===== src/rtl/nibble_packer.sv =====
// nibble_packer: gathers up to four nibbles per beat into an A/B word pair
// and hands the completed pair to the word datapath over valid/ready.
module nibble_packer #(
   parameter int NLANES = 4,
   parameter int CNT_W  = 8
) (
   input  logic                 clk,
   input  logic                 reset,
   input  logic                 in_valid,
   output logic                 in_ready,
   input  logic [NLANES-1:0]    lane_en,
   input  logic [4*NLANES-1:0]  nib_in,
   input  logic [3*NLANES-1:0]  pos_in,
   input  logic [NLANES-1:0]    dst_b,
   input  logic                 flush,
   output logic                 out_valid,
   input  logic                 out_ready,
   output logic [31:0]          DATA_A,
   output logic [31:0]          DATA_B,
   output logic [7:0]           MASK_A,
   output logic [7:0]           MASK_B,
   output logic                 overwrite_err,
   output logic [CNT_W-1:0]     pair_count
);
   typedef enum logic {FILL = 1'b0, HOLD = 1'b1} state_t;
   state_t             state_q, state_d;
   logic [31:0]        data_a_q, data_a_d, data_b_q, data_b_d;
   logic [7:0]         mask_a_q, mask_a_d, mask_b_q, mask_b_d;
   logic               err_q, err_d;
   logic [CNT_W-1:0]   cnt_q, cnt_d;
   logic               beat, done, handoff, hit;
   logic [31:0]        wa, wb;
   logic [7:0]         ma, mb;
   // Lanes are applied in ascending order so the highest lane wins a collision;
   // overwrite detection looks only at the pre-beat masks.
   always_comb begin
      beat = in_valid && (state_q == FILL);
      wa   = data_a_q;
      wb   = data_b_q;
      ma   = mask_a_q;
      mb   = mask_b_q;
      hit  = 1'b0;
      for (int i = 0; i < NLANES; i++)
         if (beat && lane_en[i]) begin
            if (dst_b[i]) begin
               hit = hit | mask_b_q[pos_in[3*i+:3]];
               wb[{pos_in[3*i+:3], 2'b00} +: 4] = nib_in[4*i+:4];
               mb[pos_in[3*i+:3]] = 1'b1;
            end else begin
               hit = hit | mask_a_q[pos_in[3*i+:3]];
               wa[{pos_in[3*i+:3], 2'b00} +: 4] = nib_in[4*i+:4];
               ma[pos_in[3*i+:3]] = 1'b1;
            end
         end
      done = (&ma && &mb) || (flush && |{ma, mb});
   end
   always_ff @(posedge clk or posedge reset)
      if (reset) state_q <= FILL;
      else       state_q <= state_d;
   always_comb
      state_d = (state_q == FILL) ? (done ? HOLD : FILL) : (out_ready ? FILL : HOLD);
   always_comb begin
      in_ready      = (state_q == FILL);
      out_valid     = (state_q == HOLD);
      DATA_A        = data_a_q;
      DATA_B        = data_b_q;
      MASK_A        = mask_a_q;
      MASK_B        = mask_b_q;
      overwrite_err = err_q;
      pair_count    = cnt_q;
   end
   // In HOLD no beat is accepted, so wa/wb/ma/mb simply echo the held pair.
   always_comb begin
      handoff  = (state_q == HOLD) && out_ready;
      data_a_d = handoff ? '0 : wa;
      data_b_d = handoff ? '0 : wb;
      mask_a_d = handoff ? '0 : ma;
      mask_b_d = handoff ? '0 : mb;
      err_d    = hit;
      cnt_d    = cnt_q + CNT_W'(handoff);
   end
   always_ff @(posedge clk or posedge reset)
      if (reset) begin
         data_a_q <= '0;
         data_b_q <= '0;
         mask_a_q <= '0;
         mask_b_q <= '0;
         err_q    <= 1'b0;
         cnt_q    <= '0;
      end else begin
         data_a_q <= data_a_d;
         data_b_q <= data_b_d;
         mask_a_q <= mask_a_d;
         mask_b_q <= mask_b_d;
         err_q    <= err_d;
         cnt_q    <= cnt_d;
      end
endmodule


===== config.mk =====
export PLATFORM = sky130hd
export DESIGN_NAME = nibble_packer
export DESIGN_NICKNAME = d
export VERILOG_FILES = /design/src/rtl/nibble_packer.sv
export SDC_FILE = /design/constraint.sdc
export NUM_CORES = 1
export LEC_CHECK = 0
export ABC_CLOCK_PERIOD_IN_PS = 7300
export BUFFER_PORTS_ARGS = -buffer_cell sky130_fd_sc_hd__clkbuf_2
export CAP_MARGIN = 5
export CORE_MARGIN = 4
export CORE_UTILIZATION = 60
export CTS_CLUSTER_DIAMETER = 60
export DETAILED_ROUTE_END_ITERATION = 6
export PLACE_DENSITY = 0.85
export SLEW_MARGIN = 15
export SYNTH_ARGS = -nofsm -noshare
export SYNTH_HDL_FRONTEND = slang
export SYNTH_SLANG_ARGS = --single-unit

===== constraint.sdc =====
create_clock -name clk -period 7.3 [get_ports clk]
set_clock_uncertainty 0.15 [all_clocks]
set_input_delay 0.73 -clock clk [delete_from_list [all_inputs] [get_ports clk]]
set_output_delay 0.73 -clock clk [all_outputs]
set_load 0.005 [all_outputs]

Yosys cells after proc, flatten, opt, wreduce, memory -nomap -nowiden
Cells that the tools add are included.

Input bits: 41. Register bits after elaboration: 90. Logic and storage cells: 138. Output and inout port bits: 91.

Bitwise operators: 15. Muxes and demuxes: 79. Shift operators: 8. Reductions and logical operators: 16. Add/subtract/negate cells: 5. Magnitude comparators: 8.

Operators with widths (count): $mux W32 (18); $bwmux W32 (8); $mux W8 (18); $shift A4 B7 Y32 const A (4); $shiftx A4 B7 Y32 (4); $or A8 B8 Y8 (8); $neg A5 Y7 (4); $bmux W1 S3 (8); $mux W1 (23); $lt A3 B4 Y1 const B (4); $reduce_and A8 Y1 (2); $reduce_or A16 Y1 (1); $demux W1 S3 (4); $ge A3 B1 Y1 const B (4); $logic_and A1 B1 Y1 (12); $add A8 B1 Y8 (1); $or A1 B1 Y1 (6); $logic_or A1 B1 Y1 (1); $not A1 Y1 (1).

Longest topological paths before layout
Depth after elaboration: 21. Depth in mapped cells: 14. Depth with buffers taken out: 10.

Least setup slack after synthesis
OpenSTA, ideal clock, no wires.

Kind: input -> register. Start: input port pos_in[0]. End: register data_b_q[0], in the netlist DATA_B[0]. Buffers on the path: 4. Data arrival time: 3.316 ns. Library setup time: 0.132 ns. Required time: 7.018 ns. Setup slack: 3.702 ns. Stages on the path: 14. Cells stage by stage: buf_2 clkbuf_1 inv_1 ha_1 ha_1 buf_2 or3b_2 clkbuf_1 o31ai_1 a31oi_1 mux2i_1 nor2_1 a21oi_1 nor2_1.

Cells in the longest elaborated chain, start to end: 15. Elaborated cells on any way between the ends: 16. Classes of those cells: add/sub (1); shift (2); mux (13).

RTL lines: from (decl) (line 13) `input logic [3*NLANES-1:0] pos_in,`; $neg A5 Y7 (*) (line 47) `wb[{pos_in[3*i+:3], 2'b00} +: 4] = nib_in[4*i+:4];`; $shiftx A4 B7 Y32 or $shift A4 B7 Y32 (tied branches) (line 47); $bwmux W32 (*) (line 47); $mux W32 (*) (line 45) `if (dst_b[i]) begin`; $mux W32 (*) (line 44) `if (beat && lane_en[i]) begin`; $bwmux W32 (line 47); $mux W32 (line 45); $mux W32 (*) (line 44); $bwmux W32 (line 47); $mux W32 (line 45); $mux W32 (*) (line 44); $bwmux W32 (line 47); $mux W32 (line 45); $mux W32 (*) (line 44); $mux W32 (*) (line 76) `data_b_d = handoff ? '0 : wb;`; net data_b_d[0] (line 27) `logic [31:0] data_a_q, data_a_d, data_b_q, data_b_d;`; to (signal assigned) (line 92) `data_b_q <= data_b_d;`; to (decl) (line 27).

Mark *: on every way through the listed nets, which the timed path passes. The rest lies on a longest branch.

Worst setup path after layout
Start: input port pos_in[0]. End: register data_a_q[2], in the netlist DATA_A[2].

Cells in the longest elaborated chain, start to end: 15. Elaborated cells on any way between the ends: 16. Classes of those cells: add/sub (1); shift (2); mux (13).

RTL lines: $neg A5 Y7 (*) (line 51) `wa[{pos_in[3*i+:3], 2'b00} +: 4] = nib_in[4*i+:4];`; $shiftx A4 B7 Y32 or $shift A4 B7 Y32 (tied branches) (line 51); $bwmux W32 (*) (line 51); $mux W32 (*) (line 45); $mux W32 (*) (line 44); $bwmux W32 (line 51); $mux W32 (line 45); $mux W32 (*) (line 44); $bwmux W32 (line 51); $mux W32 (line 45); $mux W32 (*) (line 44); $bwmux W32 (line 51); $mux W32 (line 45); $mux W32 (*) (line 44); $mux W32 (*) (line 75) `data_a_d = handoff ? '0 : wa;`; net data_a_d[2] (line 27); to (signal assigned) (line 91) `data_a_q <= data_a_d;`; to (decl) (line 27).

Marked as above.

==> parameters.txt <==
Parameter                              Value

Pwr
  P per Cell Area    about 230 nW/µm²
  Worst supply voltage drop on vdd    ~200 µV
  P_leak    0.00395 µW
  Pwr Total    between 1500 and 2000 µW

Worst setup path
  Cell-by-cell listing of the critical path    clkbuf_2 > inv_1 > ha_1 > ha_1 > nor3b_1 > nand4_1 > a31oi_1 > mux2i_1 > nor2_1 > a21oi_1 > nor2_1
  Top delay family on crit path    simple AND/OR/NAND/NOR gates
  Buffers and inverters on the worst path    2
  Data arrival time at the worst-slack endpoint    ~3.9 ns
  Worst Path Max Fanout    22
  Critical Path End Type    register
  Worst-path cell with the longest stage delay    sky130_fd_sc_hd__nor3b_1
  Critical path start-end classification    primary input to register
  Delay of the slowest cell on the worst path    approximately 0.93 ns
  Req. time, crit path    around 7.4 ns
  Crit path launch type    primary input

Run
  Count of maximum capacitance violations    0

Logic synthesis
  Synth cell count leaders    sky130_fd_sc_hd__nor2_1, sky130_fd_sc_hd__a21oi_1, sky130_fd_sc_hd__dfrtp_1
  Compound-cell area share of the yosys netlist    0.221
  Portion of synthesized cell area occupied by the leading cell type    0.295
  Part of the Yosys area used for sequential elements    0.295
  Largest cells by area after synthesis    sky130_fd_sc_hd__dfrtp_1, sky130_fd_sc_hd__mux2i_1, sky130_fd_sc_hd__a21oi_1
  Multiplexer area fraction after synthesis    0.138
  Yosys top cell by area    sky130_fd_sc_hd__dfrtp_1
  Synth Net Count    roughly 1000
  Netlist cell types    67
  Post-Synthesis Cell Area    ~7600 µm²
  Combinational family with the most area after synthesis    simple AND/OR/NAND/NOR gates
  Share of synthesized registers carrying an async set or reset    1.00
  Post-synthesis adder-cell area fraction    0.0229
  Share of the synthesized netlist area taken by xor and xnor gates    0.00688
  Number of enable-type register cells in the synthesized netlist    0
  Synth Instances    approximately 940
  Most frequent cell after synthesis    sky130_fd_sc_hd__nor2_1
  Most instantiated flip-flop cell in the synthesis netlist    sky130_fd_sc_hd__dfrtp_1
  Post-synthesis simple-gate area fraction    0.268
  Seq cells post-synth    90
  Syn_area_per_cell    around 8.1 µm²
  Yosys warnings    0

Die
  Boundary Pins    between 100 and 150
  Initial cell density of the core    0.623
  Die outline area    around 15000 µm²
  Number of placement rows    40
  Placeable core region    roughly 12000 µm²
  Die width    approximately 120 µm
  Chip height    between 100 and 150 µm

STA
  Rel. slew slack    0.304
  Setup violators final    0
  Transition at the pin with the smallest max-transition slack    between 1 and 1.5 ns
  Setup repair after global routing missed its margin    no
  Fin. max-slew vios    0
  Fin Setup TNS    0 ns
  Achievable clock frequency    around 270 MHz
  Post-route fraction of the period consumed by the critical path    0.512
  Final hold violation count    0
  Tmin final    ~3.7 ns

Clock tree
  Clk root buf    sky130_fd_sc_hd__clkbuf_16
  TritonCTS Sinks    90
  Count of hold buffers inserted by post-cts repair    0
  Clock latency of the later-clocked register in the worst-skew pair    about 0.35 ns
  CTS tree    built
  Number of buffers on the longest clock path    2
  Post_cts resized    0
  Clock-pin slew of the registers on the worst-case setup and hold paths    roughly 0.07 ns
  Buffers inserted by post-CTS timing repair    0
  Count of H-tree levels built during CTS    3
  CTS Buf Count    9

Cells and area
  Post-route cell area    about 8500 µm²
  Share of layout cells above drive strength 1    0.193
  Post-route non-filler standard cell count    roughly 1200
  Fraction of the core area covered by cells at the end of the flow    0.696
  Total inserted antenna cells    0
  Relative area change from synthesis to final layout    11.6%
  Final Net Count    1072

GRT
  GRT overflow    0
  Global-route total usage across every layer    0.383
  Antenna violations before repair    0
  Largest net degree at the start of global routing    61
  Global-route wire length before repair    ~44000 µm
  Vias in the first global route    slightly above 8000

Place
  Count of placed standard cells including taps    1174
  Half-perimeter wire length after placement    between 15000 and 20000 µm
  Cell Area, Placed    between 8000 and 9000 µm²
  Final RePlAce weighted congestion    1.06
  Count of buffers from port buffering    131

Drt
  DR WL/cell    23.6 µm
  Drc violations    between 50 and 60
  Vias per cell    slightly above 7
  First drt pass iteration count    7
  Final wirelength    roughly 28000 µm
  Number of vias in the routed layout    8562
  Iteration-0 DRC count of the detailed router    roughly 1300
  Number of routed nets with antenna violations    0

Outcome
  Outcome    finished, violations left
  Violations in the final reports    DRC

Min path
  Worst min-delay path category    primary input to asynchronous set/reset pin
[worst reg2reg max path, delay by kind of cell (launching register included)]
family / cells / cell delay, ns
flops: 1 / 0.56
xor+xnor: 1 / 0.14
buf+inv: 2 / 1.36
fa+ha+maj: 2 / 0.78
simple gates: 3 / 0.33
[cell type report]
type	instances	area (µm²)
Multi-Input combinational cell	763	5020
Fill cell	1044	3730
Sequential cell	90	2250
Timing Repair Buffer	135	686
Clock buffer	10	229
Tap cell	168	210
Inverter	18	68.8
Clock inverter	6	65.1
[layout by cell type (no fill, tap or decap), drive strengths merged, types with 5 or more instances in the layout]
cell / count
dfrtp: 90
clkbuf: 141
o31ai: 9
a31oi: 25
nor3: 31
nor2: 95
nor4: 14
nor3b: 6
or4: 6
o211ai: 22
and3: 13
and4b: 5
o21ai: 80
or3: 10
inv: 16
o22ai: 5
nand2: 66
a221oi: 7
clkinv: 6
a211oi: 28
nand3: 31
nor2b: 5
a21oi: 90
mux2: 12
mux2i: 83
ha: 14
nand2b: 10
and2: 15
nand4: 23
nand4b: 5
nand3b: 5
[where the power goes]
group          switching, µW  leakage [µW]  total [µW]  internal [µW]
Clock                    212      0.000143         479            266
Sequential               134       0.00123         735            600
Combinational            420       0.00258         728            308
[path summary, 6_finish.rpt]
kind                          startpoint             to  slack [ns]  cells after the start
setup / recovery               pos_in[0]      DATA_A[2]        3.56                     11
hold / removal                     reset      MASK_B[0]        0.23                      2
setup reg to reg               out_valid  pair_count[6]        3.86                      8
hold reg to reg            pair_count[7]  pair_count[7]        0.34                      1
max in group asynchronous          reset     DATA_A[12]        5.60                      3
min in group clk           pair_count[7]  pair_count[7]        0.34                      1
[metal layers]
metal / track usage / vias up / share of wire
li1: - / 3701 / -
met1: 0.493 / 3906 / 0.36
met2: 0.568 / 771 / 0.43
met3: 0.138 / 184 / 0.16
met4: 0.193 / 0 / 0.054
met5: 0 / - / 0
[kinds of logic (layout without fill, tap and decap cells)]
group                    Yosys count  count (layout)
XOR/XNOR                           6               6
buffers and inverters             88             169
flip-flops                        90              90
AO/OA/AOI/OAI                    281             281
multiplexers                      99              99
adder cells (fa/ha/maj)           14              14
AND/OR/NAND/NOR                  363             363
[through the flow]
stage	hold slack [ns]	worst slack, ns
2_1_floorplan	0.317	3.70
3_3_place_gp	0.329	3.53
3_5_place_dp	0.331	3.41
4_1_cts	0.252	3.74
5_1_grt	0.271	3.43
6_report	0.233	3.56
[registers in the layout (all words and copies together), names as in the netlist]
signal,flops
DATA_A,32
DATA_B,32
MASK_A,8
MASK_B,8
out_valid,1
overwrite_err,1
pair_count,8
No activity file was read; power rests on OpenSTA's default activity.
